## config.mk

```make
export PLATFORM = sky130hd
export DESIGN_NAME = fetch_unit
export DESIGN_NICKNAME = d
export VERILOG_FILES = /design/src/rtl/cpu_pkg.sv /design/src/rtl/addsub_16bit.sv /design/src/rtl/pc_register.sv /design/src/rtl/fetch_unit.sv
export SDC_FILE = /design/constraint.sdc
export NUM_CORES = 1
export LEC_CHECK = 0
export ABC_AREA = 1
export CAP_MARGIN = 15
export CORE_UTILIZATION = 30
export DETAILED_ROUTE_END_ITERATION = 8
export MAX_ROUTING_LAYER = met4
export SETUP_SLACK_MARGIN = 0.2
export SLEW_MARGIN = 20
export SYNTH_ARGS = -nofsm -noshare
export SYNTH_HDL_FRONTEND = slang
export SYNTH_SLANG_ARGS = --single-unit
```

## constraint.sdc

```tcl
create_clock -name clk -period 3.5 [get_ports clk]
set_clock_uncertainty 0.2 [all_clocks]
set_input_delay 0.7 -clock clk [delete_from_list [all_inputs] [get_ports clk]]
set_output_delay 0.7 -clock clk [all_outputs]
set_load 0.05 [all_outputs]
```

## src/rtl/cpu_pkg.sv

```systemverilog
// Shared CPU definitions: opcode constants, the NOP encoding and the fetch FSM state type.
package cpu_pkg;

    localparam logic [3:0]  OPC_HLT   = 4'b1111;
    localparam logic [15:0] NOP_INSTR = 16'h0000;

    typedef enum logic {
        RUN,
        HALTED
    } fetchState_t;

endpackage

```

## src/rtl/addsub_16bit.sv

```systemverilog
// 16-bit adder/subtractor. The result wraps modulo 2^16 and no carry is reported.
// Ports:
//   a, b  in   16  operands
//   sub   in   1   0: a + b, 1: a - b
//   sum   out  16  result
module addsub_16bit (
    input  logic [15:0] a,
    input  logic [15:0] b,
    input  logic        sub,
    output logic [15:0] sum
);

    // Two's-complement subtract: invert b and inject the carry-in.
    assign sum = a + (b ^ {16{sub}}) + {15'd0, sub};

endmodule

```

## src/rtl/pc_register.sv

```systemverilog
// 16-bit program-counter register with load enable and asynchronous active-low reset.
// Ports:
//   clk    in   1   clock
//   rst_n  in   1   asynchronous active-low reset to RESET_VAL
//   en     in   1   load d on the next rising edge
//   d      in   16  next PC
//   q      out  16  current PC
module pc_register #(
    parameter logic [15:0] RESET_VAL = 16'h0000
) (
    input  logic        clk,
    input  logic        rst_n,
    input  logic        en,
    input  logic [15:0] d,
    output logic [15:0] q
);

    always_ff @(posedge clk or negedge rst_n) begin
        if (!rst_n) begin
            q <= RESET_VAL;
        end else if (en) begin
            q <= d;
        end
    end

endmodule

```

## src/rtl/fetch_unit.sv

```systemverilog
// IF stage: owns the PC, drives the instruction-memory address and loads the IF/ID register.
// Handles hazard stall, branch redirect/flush and the freeze that follows a fetched HLT.
// Optional feature: define FETCH_PERF_CNT_EN to add the fetch_count / flush_count outputs.
// Ports:
//   clk, rst_n       clock, asynchronous active-low reset
//   stall            hold PC, IF/ID and FSM state
//   PCSel            redirect to PC_plusImm and squash the current fetch
//   PC_plusImm       branch target
//   imem_addr        instruction address (= PC)
//   imem_data        instruction at imem_addr (combinational read)
//   currInstruction  IF/ID instruction
//   PC_plus4         IF/ID PC of that instruction + PC_INC
//   valid_ID         IF/ID holds a real instruction
//   halted           fetch frozen after an accepted HLT
//   fetch_count      (optional) valid IF/ID loads, saturating
//   flush_count      (optional) branch squashes, saturating
module fetch_unit
    import cpu_pkg::*;
#(
    parameter logic [15:0] RESET_PC = 16'h0000,
    parameter logic [15:0] PC_INC   = 16'd4
) (
    input  logic        clk,
    input  logic        rst_n,
    input  logic        stall,
    input  logic        PCSel,
    input  logic [15:0] PC_plusImm,
    output logic [15:0] imem_addr,
    input  logic [15:0] imem_data,
    output logic [15:0] currInstruction,
    output logic [15:0] PC_plus4,
    output logic        valid_ID,
    output logic        halted
`ifdef FETCH_PERF_CNT_EN
    ,
    output logic [31:0] fetch_count,
    output logic [15:0] flush_count
`endif
);

    fetchState_t state, nextState;

    logic [15:0] pc;
    logic [15:0] pcPlusInc;
    logic [15:0] pcNext;
    logic        pcEn;
    logic        isHlt;
    logic        ifidLoad;
    logic        ifidBubble;
    logic        flushEvt;

    assign isHlt     = (imem_data[15:12] == OPC_HLT);
    assign imem_addr = pc;

    addsub_16bit uPcAdd (
        .a   (pc),
        .b   (PC_INC),
        .sub (1'b0),
        .sum (pcPlusInc)
    );

    pc_register #(
        .RESET_VAL (RESET_PC)
    ) uPcReg (
        .clk   (clk),
        .rst_n (rst_n),
        .en    (pcEn),
        .d     (pcNext),
        .q     (pc)
    );

    // State register.
    always_ff @(posedge clk or negedge rst_n) begin
        if (!rst_n) begin
            state <= RUN;
        end else begin
            state <= nextState;
        end
    end

    // Next state: stall freezes, a redirect always returns to RUN, HLT only halts from RUN.
    always_comb begin
        nextState = state;
        if (!stall) begin
            if (PCSel) begin
                nextState = RUN;
            end else if (state == RUN && isHlt) begin
                nextState = HALTED;
            end
        end
    end

    // Control outputs.
    always_comb begin
        pcEn       = 1'b0;
        pcNext     = pcPlusInc;
        ifidLoad   = 1'b0;
        ifidBubble = 1'b0;
        flushEvt   = 1'b0;
        halted     = (state == HALTED);
        if (!stall) begin
            if (PCSel) begin
                pcEn       = 1'b1;
                pcNext     = PC_plusImm;
                ifidBubble = 1'b1;
                flushEvt   = 1'b1;
            end else if (state == HALTED) begin
                ifidBubble = 1'b1;
            end else begin
                // HLT is passed to decode but the PC stays on it.
                ifidLoad = 1'b1;
                pcEn     = !isHlt;
            end
        end
    end

    // IF/ID pipeline register. PC_plus4 is left as-is for bubbles.
    always_ff @(posedge clk or negedge rst_n) begin
        if (!rst_n) begin
            currInstruction <= NOP_INSTR;
            PC_plus4        <= 16'h0000;
            valid_ID        <= 1'b0;
        end else if (ifidBubble) begin
            currInstruction <= NOP_INSTR;
            valid_ID        <= 1'b0;
        end else if (ifidLoad) begin
            currInstruction <= imem_data;
            PC_plus4        <= pcPlusInc;
            valid_ID        <= 1'b1;
        end
    end

`ifdef FETCH_PERF_CNT_EN
    always_ff @(posedge clk or negedge rst_n) begin
        if (!rst_n) begin
            fetch_count <= 32'd0;
            flush_count <= 16'd0;
        end else begin
            if (ifidLoad && fetch_count != 32'hFFFF_FFFF) begin
                fetch_count <= fetch_count + 32'd1;
            end
            if (flushEvt && flush_count != 16'hFFFF) begin
                flush_count <= flush_count + 16'd1;
            end
        end
    end
`endif

endmodule

```

## Word level (Yosys, flattened, before mapping)

Index checks and enable logic that the tools add are counted.

- Output and inout bits: 50
- Input port bits: 36
- Flip-flop bits (word level): 50

- Reduce and logical (&&, ||, !) cells: 6
- Add/subtract/negate cells: 1
- Muxes and demuxes: 17
- Equal/unequal tests: 1
- Bitwise gates (word level): 3

Operators with widths:

| cell | count |
|---|---|
| 16-bit two-way mux | 4 |
| 16-bit by 3-bit adder with 16-bit output, second input constant | 1 |
| 1-bit two-way mux | 13 |
| 4-bit equality test, second input constant | 1 |
| 2-bit AND reduction | 2 |
| 2-bit nonzero test | 2 |
| 1-bit inverter | 3 |
| 1-bit logical AND | 1 |
| 1-bit zero test | 1 |

## Longest topological paths before layout

- Depth after elaboration: 5
- Depth in mapped cells: 8
- Depth with buffers taken out: 8

## Hierarchy

A second synthesis with hierarchy kept.

- Cells, all modules: 445
- Area total of the unflattened synthesis: 3249.4 sq um

Modules (own cells, without submodules):

| module | instances | area an instance (sq um) | cells each |
|---|---|---|---|
| fetch_unit | 1 | 1589.0 | 206 |
| addsub_16bit | 1 | 1016.0 | 171 |
| pc_register | 1 | 644.4 | 68 |

## Worst setup path before layout

Ideal clock, no wire load.

- Kind: register -> register
- From: register uPcReg.q[2]
- To: register uPcReg.q[12]
- Buffers on the path: 0
- Clock period less this slack: 1.879 ns
- Cell stages (with the launch flop): 7
- Arrival time: 1.553 ns
- Setup slack: 1.621 ns
- Cell sequence: dfrtp_1 > ha_1 > nand3_1 > nor2_2 > nand3_1 > nand3_1 > nand3_1

- Cells in the longest elaborated chain, start to end: 3

RTL lines:

| what | line | text |
|---|---|---|
| start, declared | pc_register.sv:15 | `output logic [15:0] q` |
| start signal, assigned | pc_register.sv:20 | `q <= RESET_VAL;` |
| start signal, assigned | pc_register.sv:22 | `q <= d;` |
| 16-bit by 3-bit adder with 16-bit output * | addsub_16bit.sv:14 | `assign sum = a + (b ^ {16{sub}}) + {15'd0, sub};` |
| 16-bit two-way mux | fetch_unit.sv:102 | `if (PCSel) begin` |
| 16-bit two-way mux * | fetch_unit.sv:101 | `if (!stall) begin` |

Every way passes the cells marked *; elsewhere a longest branch is shown, timed or not.
A chain may end at the register's enable or synchronous reset.

## Worst setup path in the final report

- From: register state, in the netlist halted
- To: output port halted

RTL lines:

| what | line | text |
|---|---|---|
| start, declared | fetch_unit.sv:41 | `fetchState_t state, nextState;` |
| start signal, assigned | fetch_unit.sv:77 | `state <= nextState;` |
| end, declared | fetch_unit.sv:33 | `output logic halted` |

No word-level cell between the ends.

==> impl_metrics.csv <==
group,metric,value,unit
grt,antenna_found_initial,0,
critical_path,cpPeakStageDelay,0.88,ns
yosys,synth_area_per_cell,8.72,sq um
finish,stdcell_count,463,
finish,nets,397,
placement,place_congestion,0.831,
routing,firstDrtPassIters,4,
floorplanning,num_io_pins,86,
floorplanning,die_h,91.6,um
timing,max_clock_freq,377,MHz
placement,dp_slack,0.952,ns
grt,grt_overflow,0,
routing,ant_nets,0,
placement,dp.cells,455,
clocking,cts_resized,0,
yosys,syn_nets,313,
placement,dp_hpwl,4740,um
yosys,async_flop_share,100,%
critical_path,crit_path_end,"halted",
yosys,synth_ff_type,"dfrtp_1",
clocking,post_cts_buffers,0,
yosys,netlist_instances,276,
clocking,clk_latency,0.30,ns
yosys,synth_top_cell_by_area,"dfrtp_1",
critical_path,slowest_stage,"clkdlybuf4s50_1",
yosys,synth_xor_area_share,1.09,%
yosys,synth.area.top_cells,"dfrtp_1 52%, nand2_1 14%, nand3_1 7.3%",
finish,area.growth.synth_to_final,42.8,%
yosys,synth_warnings,0,
critical_path,crit_buf_inv,1,
yosys,synth_cell_types,29,
timing,setup_tns,0,ns
yosys,synth_fa_ha_area_share,0.520,%
floorplanning,die_area,8380,sq um
clocking,cts_buffer_depth,2,
grt,track_usage,17.0,%
grt,grt_pass1_vias,2104,
yosys,synth-seq-cells,50,
yosys,synth_mux_area_share,0,%
clocking,holdBufCountCts,0,
critical_path,startpoint,"halted",
floorplanning,fp.coreArea,7730,sq um
timing,layout_setup_ws,0.845,ns
pwr,p_leak,0.00156,uW
clocking,cts_root_buf,"clkbuf_8",
finish,antenna_cells,0,
floorplanning,die_w,91.6,um
pwr,p_per_area,544,nW/um^2
clocking,clk_pin_slew,0.10,ns
critical_path,rrSetupSlack,1.73,ns
critical_path,cp_data_arrival_time,1.75,ns
timing,final_max_slew_viol_count,0,
critical_path,crit_family,"buffers and inverters",
critical_path,worstPathMaxFanout,5,
yosys,yosys.area.top_type_share,52.0,%
yosys,synth_edf_count,0,
hold_path,hold_class,"in -> async",
critical_path,worstSetupStartpointType,"flip-flop",
floorplanning,start_util,31.1,%
timing,setup_viol,0,
critical_path,crit_cells,1,
routing,vias,2171,
placement,port_buffers,85,
critical_path,path_class,"reg -> out",
timing,hold_viol_final,0,
floorplanning,rows,32,
critical_path,critPathRequiredTime,2.60,ns
grt,grt_pass1_wl,10800,um
routing,dr.first_iter.drc_count,136,
timing,worst_slew_pin_slew,0.542,ns
critical_path,reg2reg_from,"uPcReg.q[2]",
finish,final_layout_size_suffix_gt1_share,7.48,%
pwr,ir_drop,284,uV
critical_path,end_kind,"output pin",
yosys,synth_compound_area_share,9.46,%
grt,grt_max_degree,34,
clocking,h-tree-depth,2,
job,maxCapViolations,0,
routing,viasPerCell,4.69,
timing,fin_crit_sh,75.9,%
routing,drc,0,
routing,wl_per_cell,14.1,um
yosys,synthesis.area,2410,sq um
critical_path,r2r_end,"uPcReg.q[10]",
routing,routed_wl,6530,um
timing,min_period,2.65,ns
critical_path,r2r_cells,8,
yosys,ys_seq_area_share,52.0,%
yosys,synth_top_family_by_area,"simple AND/OR/NAND/NOR gates",
run_status,status,"finished clean",
critical_path,cp_cell_sequence,"clkdlybuf4s50_1",
clocking,clock_sinks,50,
timing,rsz0062_at_grt,"false",
yosys,yosys.area_share.simple,29.2,%
timing,relSlewSlack,63.7,%
clocking,cts_tree,"yes",
clocking,cts_made_buffers,5,
## area by class of cell
class	instances	area [sq um]
clock buffers	5	68.8
clock inverters	3	47.5
fillers	776	4290
inverters	23	103
multi-input cells	192	970
flip-flops and latches	50	1250
well taps	102	128
repair buffers	88	868
## layer usage
metal  part of all wire (%)  GRT usage, %  vias up  routed length [um]
met4                    1.4          5.69        0                  94
met1                     46          23.7     1016                2990
li1                       -             -     1069                   -
met2                     47          25.1       78                3040
met5                      0             -        -                   0
met3                    6.2          2.93        8                 408
## registers in the layout, indices dropped and copies added (netlist names)
signal,flops
PC_plus4,16
currInstruction,16
halted,1
uPcReg.q,16
valid_ID,1
## metrics by stage
| step | cell area [sq um] | hold WS [ns] | util (%) | total power [uW] |
|---|---|---|---|---|
| 6_report | 3440 | 0.117 | 44.5 | 1870 |
| 3_5_place_dp | 3320 | 0.268 | 43.0 | 1470 |
| 5_1_grt | 3440 | 0.132 | 44.5 | 1970 |
| 4_1_cts | 3440 | 0.125 | 44.5 | 1890 |
| 3_3_place_gp | 3320 | 0.265 | 43.0 | 1460 |
| 2_1_floorplan | 2410 | 0.204 | - | 1190 |
## synth_stat cells (4+ instances only)
| cell type | instances |
|---|---|
| a22o_1 | 16 |
| inv_1 | 17 |
| o21ai_1 | 9 |
| nand3_1 | 35 |
| nor2_1 | 15 |
| dfrtp_1 | 50 |
| nand2_1 | 92 |
| buf_4 | 4 |
| a31oi_1 | 4 |
## kinds of logic (layout without fill, tap and decap cells)
kind of cell	Yosys count	after routing
xor gates and xnor gates	3	3
buffers and inverters	34	119
adders and majority gates	1	1
and+or+nand+nor	156	156
AOI/OAI and AO/OA	32	32
DFF	50	50
## worst min path at each step
stage | from | endpoint | depth (start not counted)
3_3_place_gp | PC_plus4[4] | PC_plus4[4] | 2
6_report | rst_n | currInstruction[8] | 1
4_1_cts | rst_n | currInstruction[10] | 1
3_5_place_dp | PC_plus4[4] | PC_plus4[4] | 2
5_1_grt | rst_n | currInstruction[8] | 1
2_1_floorplan | rst_n | PC_plus4[0] | 0
## placed cells by master, fill, tap and decap left out, types with 2 or more instances in the layout
cell type         n
a22o_1           16
nand3b_1          2
clkdlybuf4s50_1  84
nand2_2           2
clkbuf_8          5
inv_2             3
nand3_1          35
nand3_2           2
buf_4             3
nor2_2            2
inv_1            17
o21ai_1           9
o21ai_0           2
dfrtp_1          50
nand4_1           3
xor2_1            2
nand2_1          92
a31oi_1           4
nor2_1           15
## power by group
group	total (uW)	switching, uW	internal (uW)
clock network	418	201	217
registers	745	84.8	660
logic	708	464	244
total	1870	750	1120
Power figures use the tool's default switching activity.
